--- src/rtl/dff_pipe_scan.sv ---
// Pipeline register of DEPTH x WIDTH stages with per-stage valid, occupancy count,
// valid-only flush and a full-array scan chain. Define TECH_TIMING_EN for the timed cell view.
`ifdef TECH_TIMING_EN
`timescale 1ns/1ps
`celldefine
`endif
module dff_pipe_scan #(
    parameter int unsigned     WIDTH     = 8,
    parameter int unsigned     DEPTH     = 4,
    parameter logic [WIDTH-1:0] RESET_VAL = '0,
    parameter int unsigned     CW        = $clog2(DEPTH + 1)
) (
    input  logic             CK,
    input  logic             R,
    input  logic             E,
    input  logic             FL,
    input  logic [WIDTH-1:0] D,
    input  logic             VI,
    input  logic             SE,
    input  logic             SI,
    output logic [WIDTH-1:0] Q,
    output logic             VO,
    output logic [CW-1:0]    CNT,
    output logic             SO
);

    localparam int unsigned NBITS = DEPTH * WIDTH;

    logic [DEPTH-1:0][WIDTH-1:0] stage;
    logic [DEPTH-1:0][WIDTH-1:0] stage_nxt;
    logic [DEPTH-1:0][WIDTH-1:0] stage_shift;
    logic [DEPTH-1:0][WIDTH-1:0] stage_scan;
    logic [DEPTH-1:0]            valid;
    logic [DEPTH-1:0]            valid_nxt;
    logic [DEPTH-1:0]            valid_shift;
    logic [CW-1:0]               cnt;
    logic [CW-1:0]               cnt_nxt;
    logic [CW-1:0]               cnt_step;

`ifdef TECH_TIMING_EN
    reg   notifier;
    logic notifier_q;

    always_ff @(posedge CK) notifier_q <= notifier;
`endif

    // Next-state selection; ternaries keep X on a control input pessimistic in simulation.
    always_comb begin
        stage_shift = stage;
        valid_shift = valid;
        for (int k = DEPTH - 1; k > 0; k--) begin
            stage_shift[k] = stage[k-1];
            valid_shift[k] = valid[k-1];
        end
        stage_shift[0] = D;
        valid_shift[0] = VI;

        // Whole array is one serial chain: SI enters stage0 bit0, SO leaves the top bit.
        stage_scan = (stage << 1) | NBITS'(SI);

        cnt_step = cnt + CW'(VI) - CW'(valid[DEPTH-1]);

        stage_nxt = FL ? stage : (SE ? stage_scan : (E ? stage_shift : stage));
        valid_nxt = FL ? '0    : (SE ? valid      : (E ? valid_shift : valid));
        cnt_nxt   = FL ? '0    : (SE ? cnt        : (E ? cnt_step    : cnt));
    end

    // State registers with synchronous reset.
    always_ff @(posedge CK) begin
        if (R) begin
            stage <= {DEPTH{RESET_VAL}};
            valid <= '0;
            cnt   <= '0;
        end else begin
            stage <= stage_nxt;
            valid <= valid_nxt;
            cnt   <= cnt_nxt;
        end
`ifdef TECH_TIMING_EN
        if (notifier !== notifier_q) begin
            stage <= 'x;
            valid <= 'x;
            cnt   <= 'x;
        end
`endif
    end

    assign Q   = stage[DEPTH-1];
    assign VO  = valid[DEPTH-1];
    assign CNT = cnt;
    assign SO  = stage[DEPTH-1][WIDTH-1];

`ifdef TECH_TIMING_EN
    specify
        (CK *> Q)  = (0.14:0.29:0.55, 0.28:0.46:0.73);
        (CK => SO) = (0.14:0.29:0.55, 0.28:0.46:0.73);
        $setuphold(posedge CK, D,  0.34, 0.29, notifier);
        $setuphold(posedge CK, VI, 0.34, 0.29, notifier);
        $setuphold(posedge CK, E,  0.34, 0.29, notifier);
        $setuphold(posedge CK, FL, 0.34, 0.29, notifier);
        $setuphold(posedge CK, SE, 0.34, 0.29, notifier);
        $setuphold(posedge CK, SI, 0.34, 0.29, notifier);
        $setuphold(posedge CK, R,  0.34, 0.29, notifier);
        $width(posedge CK, 0.92, 0, notifier);
        $width(negedge CK, 0.92, 0, notifier);
    endspecify
`endif

endmodule
`ifdef TECH_TIMING_EN
`endcelldefine
`endif

--- config.mk ---
export PLATFORM = sky130hd
export DESIGN_NAME = dff_pipe_scan
export DESIGN_NICKNAME = d
export VERILOG_FILES = /design/src/rtl/dff_pipe_scan.sv
export SDC_FILE = /design/constraint.sdc
export NUM_CORES = 1
export LEC_CHECK = 0
export CORE_ASPECT_RATIO = 1.4
export CORE_MARGIN = 2
export CORE_UTILIZATION = 39
export DETAILED_ROUTE_END_ITERATION = 16
export GPL_TIMING_DRIVEN = 0
export PLACE_DENSITY_LB_ADDON = 0.3
export SLEW_MARGIN = 20
export SYNTH_ARGS = -nofsm -noshare
export SYNTH_HDL_FRONTEND = slang
export SYNTH_SLANG_ARGS = --single-unit
--- constraint.sdc ---
create_clock -name CK -period 2.6 [get_ports CK]
set_clock_uncertainty 0.15 [all_clocks]
set_input_delay 0.52 -clock CK [delete_from_list [all_inputs] [get_ports CK]]
set_output_delay 0.52 -clock CK [all_outputs]
set_load 0.01 [all_outputs]
==> flow_metrics.tcl, run 1 <==
set metrics [dict create \
    status "complete, no violations" \
    finalSetupViolations 0 \
    port_buffers 25 \
    ff2ff_setup_slack_ns 0.54 \
    place_area_um2 2300 \
    cts_setup_buffers 0 \
    first_iter_violations 49 \
    synth_edf_count 0 \
    cts_hold_buffers 0 \
    ys_async_sr_fraction_pct 0 \
    worst_slew_margin_rel_pct 51.8 \
    floorplan.initialDensity_pct 40.5 \
    final.setup.worst_slack_ns 0.540 \
    path_buf_inv 2 \
    gp_congestion 0.732 \
    place_ws_ns 0.233 \
    worstSetupPathType "input pin to flop" \
    synth_cells 191 \
    fin_crit_ns 2.06 \
    synth-seq-cells 39 \
    grt_pass1_vias 1393 \
    peakVddDrop_mv 0.240 \
    viasPerCell 5.00 \
    design_area_um2 2390 \
    hpwl_um 2740 \
    path_cells "clkdlybuf4s50_1, ha_1, inv_1, fa_1, xnor2_1, or3_1, a21oi_1" \
    synth_area_um2 1970 \
    min_path_type "flop to flop" \
    rr_startpoint "CNT[0]" \
    grt_max_degree 12 \
    synth-main-ff-cell "dfxtp_1" \
    utilization_pct 48.9 \
    fin_tns_setup_ns 0 \
    yosys.cell_types.count 22 \
    arrival_ns 2.13 \
    yosysSeqAreaShare_pct 39.5 \
    ys_warn_count 0 \
    clock_path_buffers 2 \
    grtUsageTotal_pct 15.1 \
    cts.sinks 39 \
    synth_compound_area_share_pct 22.9 \
    synthSimpleGateAreaFrac_pct 9.82 \
    crit_cells 7 \
    row_count 30 \
    startpoint "VI" \
    dr.pass1.iters 4 \
    yosysMostFrequentCell "dfxtp_1" \
    cts_tree "yes" \
    synthXorXnorAreaFrac_pct 0.444 \
    drtAntennaViolNets 0 \
    worst_r2r_endpoint "CNT[2]" \
    p_per_area_nw_per_um2 550 \
    dieArea_um2 5660 \
    final_cell_count_no_fill 288 \
    max_freq_mhz 485 \
    leakage_uw 0.000919 \
    cts-root-buf "clkbuf_8" \
    start_kind "input pin" \
    drive_above_1_share_pct 26.3 \
    crit_required_ns 2.67 \
    wire_per_inst_um 13.3 \
    nNetsFinal 241 \
    synth_top_cell_area_share_pct 39.5 \
    synth_fa_ha_area_share_pct 2.28 \
    grt_pass1_wl_um 6600 \
    grt_antenna_before_repair 0 \
    die_y_um 88.2 \
    tightestPinTransition_ns 0.723 \
    io_pins 28 \
    htreeDepth 2 \
    worstPathMaxFanout 2 \
    cts_resized 0 \
    min_period_over_period_pct 79.2 \
    grt_overflow 0 \
    cap_violations 0 \
    synth_top_area_cell "dfxtp_1" \
    cts_made_buffers 5 \
    slowest_stage "clkdlybuf4s50_1" \
    avgSynthCellArea_um2 10.3 \
    drv_slew 0 \
    synth_top_family_by_area "compound AO/OA/AOI/OAI gates" \
    yosys-top-cells-count "39 x dfxtp_1, 33 x nor2_1, 32 x a211oi_2, 32 x mux2i_1, 15 x buf_4" \
    worstSetupEndpoint "CNT[2]" \
    reg2reg_depth 9 \
    synthToLayoutAreaGrowth_pct 20.8 \
    dp.cells 280 \
    die_w_um 64.1 \
    endpoint_kind "flop" \
    syn_nets 209 \
    dr_total_vias 1440 \
    hold_viol 0 \
    crit_path_max_incr_delay_ns 0.48 \
    num_antenna_cells 0 \
    rsz0062_at_grt "false" \
    synth.area.mux_share_pct 16.2 \
    cpLargestDelayFamily "buffers and inverters" \
    clkTransAtPathRegs_ns 0.08 \
    wl_um 3830 \
    drcViolationCount 0 \
    nFillCells 478 \
    synth.area.top_cells "dfxtp_1 40%, a211oi_2 20%, mux2i_1 16%, nor2_1 6.3%, buf_4 5.7%" \
    worstSkewPairLatency_ns 0.29 \
    coreArea_um2 4880 \
]
## worst register-to-register path: cells and delay by family (launching register included)
kind	cells	cell delay, ns
xor+xnor	1	0.14
fa+ha+maj	3	0.75
flops	1	0.36
simple gates	1	0.31
buf+inv	3	0.14
compound gates	1	0.13
## final cells by class
| class | count | area [µm²] | area share, % |
|---|---|---|---|
| clock inverter | 1 | 5.00 | 0.210 |
| multi-input combinational | 124 | 1020 | 42.8 |
| sequential | 39 | 781 | 32.7 |
| timing repair buffer | 25 | 250 | 10.5 |
| buffer | 25 | 161 | 6.76 |
| inverter | 3 | 11.3 | 0.472 |
| clock buffer | 7 | 76.3 | 3.20 |
| tap | 64 | 80.1 | 3.36 |
## worst min path at each step
| stage | from | endpoint | slack [ns] | cells past startpoint |
|---|---|---|---|---|
| finish | valid[1] | valid[2] | 0.31 | 2 |
| global route | valid[2] | valid[2] | 0.33 | 2 |
| CTS | valid[1] | valid[2] | 0.31 | 2 |
| detailed placement | valid[1] | valid[2] | 0.30 | 2 |
| global placement | valid[1] | valid[2] | 0.29 | 2 |
| floorplan | valid[0] | valid[1] | 0.28 | 2 |
## flip-flops by register name (all words and copies together), names as in the netlist
name / cells
stage: 24
Q: 8
valid: 4
CNT: 3
## logic make-up (layout without fill, tap and decap cells)
kind of cell,Yosys count,after routing
XOR/XNOR,1,1
buffers and inverters,28,61
adder cells (fa/ha/maj),3,3
flip-flops,39,39
AO/OA/AOI/OAI,41,41
multiplexers,32,32
AND/OR/NAND/NOR,47,47
## per-stage QoR
step                      hold slack, ns  total power (µW)
after floorplan                    0.282               854
after global placement             0.293               929
after detailed placement           0.301               932
after CTS                          0.313              1330
after global routing               0.326              1380
final                              0.308              1310
## placed cells by master (no fill, tap or decap), drive strengths merged
cell,netlist,routed
a211oi,33,33
a21oi,6,6
buf,22,22
clkbuf,3,10
clkdlybuf4s50,0,25
clkinv,0,1
dfxtp,39,39
fa,1,1
ha,2,2
inv,3,3
mux2i,32,32
nand2,10,10
nand2b,1,1
nor2,33,33
nor2b,1,1
o21ai,1,1
o21ba,1,1
or2,1,1
or3,1,1
xnor2,1,1
## power by group
part           leakage [µW]  total (µW)  internal [µW]  switching (µW)
clock network     0.0000422         398            188             209
registers          0.000321         667            636            31.1
logic              0.000556         247            125             122
## routing by layer
layer  global-route usage [%]  vias to the layer above  part of all wire (%)
met3                     3.60                        5                   3.5
met5                        0                        -                     0
li1                         -                      726                     -
met1                     17.9                      679                    43
met2                     26.3                       30                    52
met4                     5.80                        0                   1.5
No activity file was read; power rests on OpenSTA's default activity.
==> run 2: changes to the inputs <==
Clock period 2.6 ns to 1.7 ns, I/O delays scaled along.
==> run 2 against run 1 <==
The run now ends with negative setup slack left; combinational power is 52% higher; sequential share of layout area down 0.11 points; sequential power rose by 53%; register-to-register slack worse by 0.76 ns; utilization rose by 0.95 points.
==> flow_metrics.tcl, run 2 (synthesized netlist as in run 1, its figures left out) <==
set metrics [dict create \
    status "finished with violations" \
    violations "negative setup slack" \
    endpoint_kind "flop" \
    design_area_um2 2430 \
    nFillCells 479 \
    finalSetupViolations 1 \
    dr.pass1.iters 4 \
    cts_tree "yes" \
    final_cell_mix "33 x nor2_1, 33 x a211oi_2, 32 x mux2i_1" \
    drive_above_1_share_pct 34.7 \
    cts_made_buffers 5 \
    nNetsFinal 242 \
    cpLargestDelayFamily "adder cells" \
    wl_um 4010 \
    rr_startpoint "CNT[0]" \
    largest_register "stage" \
    place_ws_ns -0.433 \
    coreArea_um2 4880 \
    peakVddDrop_mv 0.510 \
    arrival_ns 2.00 \
    final.setup.worst_slack_ns -0.219 \
    worst_slew_margin_rel_pct 49.3 \
    num_antenna_cells 0 \
    cts-root-buf "clkbuf_8" \
    grtUsageTotal_pct 15.9 \
    drtAntennaViolNets 0 \
    slowest_stage "dfxtp_2" \
    dieArea_um2 5660 \
    wire_per_inst_um 13.9 \
    crit_required_ns 1.78 \
    gp_congestion 0.757 \
    path_buf_inv 3 \
    grt_overflow 0 \
    start_kind "flop" \
    register_area_um2 793 \
    dr_total_vias 1440 \
    drcViolationCount 0 \
    grt_antenna_before_repair 0 \
    startpoint "CNT[0]" \
    first_iter_violations 78 \
    worstSkewPairLatency_ns 0.29 \
    fin_crit_ns 1.92 \
    leakage_uw 0.000984 \
    viasPerCell 4.98 \
    multi_input_area_um2 1060 \
    largest_reg_flops 24 \
    min_path_type "input pin to flop" \
    worst_hold_startpoint "R" \
    tightestPinTransition_ns 0.760 \
    crit_path_max_incr_delay_ns 0.34 \
    cap_violations 0 \
    floorplan.initialDensity_pct 40.5 \
    worstSetupPathType "flop to flop" \
    path_cells "inv_2, ha_4, inv_2, ha_4, inv_2, fa_2, xnor2_1, or3_1, a21oi_2" \
    die_w_um 64.1 \
    hold_viol 0 \
    cts.sinks 39 \
    drv_slew 0 \
    io_pins 28 \
    grt_pass1_vias 1454 \
    grt_max_degree 12 \
    clkTransAtPathRegs_ns 0.07 \
    htreeDepth 2 \
    cp_common_cell "inv_2" \
    rsz0062_at_grt "true" \
    synthToLayoutAreaGrowth_pct 23.2 \
    port_buffers 25 \
    min_period_over_period_pct 113 \
    clock_path_buffers 2 \
    die_y_um 88.2 \
    grt_pass1_wl_um 6940 \
    power_uw 2010 \
    worstPathMaxFanout 2 \
    hpwl_um 2760 \
    row_count 30 \
    max_freq_mhz 521 \
    place_area_um2 2310 \
    p_per_area_nw_per_um2 826 \
]
## run 2: cell types whose count changed in the layout (fill, tap and decap cells not counted), moves of 3 or more
cell / previous run / this run
inv_1: 3 / 0
dfxtp_2: 0 / 10
inv_2: 0 / 3
clkdlybuf4s50_1: 25 / 14
dfxtp_1: 39 / 29
dlygate4sd2_1: 0 / 10
## run 2: layer usage
| metal | track usage, % | routed length (µm) |
|---|---|---|
| met5 | 0 | 0 |
| met4 | 5.80 | 36 |
| met3 | 3.47 | 108 |
| met2 | 29.7 | 2120 |
| met1 | 17.6 | 1750 |
## run 2: layout make-up
type / count / area share [%]
inverters: 3 / 0.463
well taps: 64 / 3.29
clock buffers: 7 / 3.14
multi-input cells: 124 / 43.5
flip-flops and latches: 39 / 32.6
repair buffers: 26 / 10.2
plain buffers: 25 / 6.64
clock inverters: 1 / 0.206
## run 2: power breakdown
group | switching, µW | internal, µW | total (µW)
logic | 191 | 184 | 375
clock network | 323 | 288 | 611
registers | 48.1 | 976 | 1020
total | 561 | 1450 | 2010
## run 2: repair_timing
action | in CTS | in global routing
resized for setup | 26 | 2
setup endpoints to repair | 11 | 3
pin swaps | 1 | 1
setup buffers | 1 | 0
cloned | 0 | 0
hold buffers | 0 | 0
## run 2: path summary, 6_finish.rpt
check	endpoint	slack [ns]	cells past startpoint
worst max-delay path	CNT[2]	-0.22	9
worst min register to register	valid[3]	0.30	2
worst min-delay path	stage[11]	0.25	2
worst max register to register	CNT[2]	-0.22	9
## run 2: metrics by stage
stage / util (%) / cells / hold WS (ns) / setup TNS (ns)
after detailed placement: 47.3 / 280 / 0.299 / -5.32
after global placement: 47.3 / 280 / 0.290 / -4.75
after CTS: 49.7 / 289 / 0.243 / -0.232
after floorplan: - / 191 / 0.282 / -0.240
after global routing: 49.8 / 289 / 0.269 / -0.351
final: 49.8 / 289 / 0.251 / -0.219
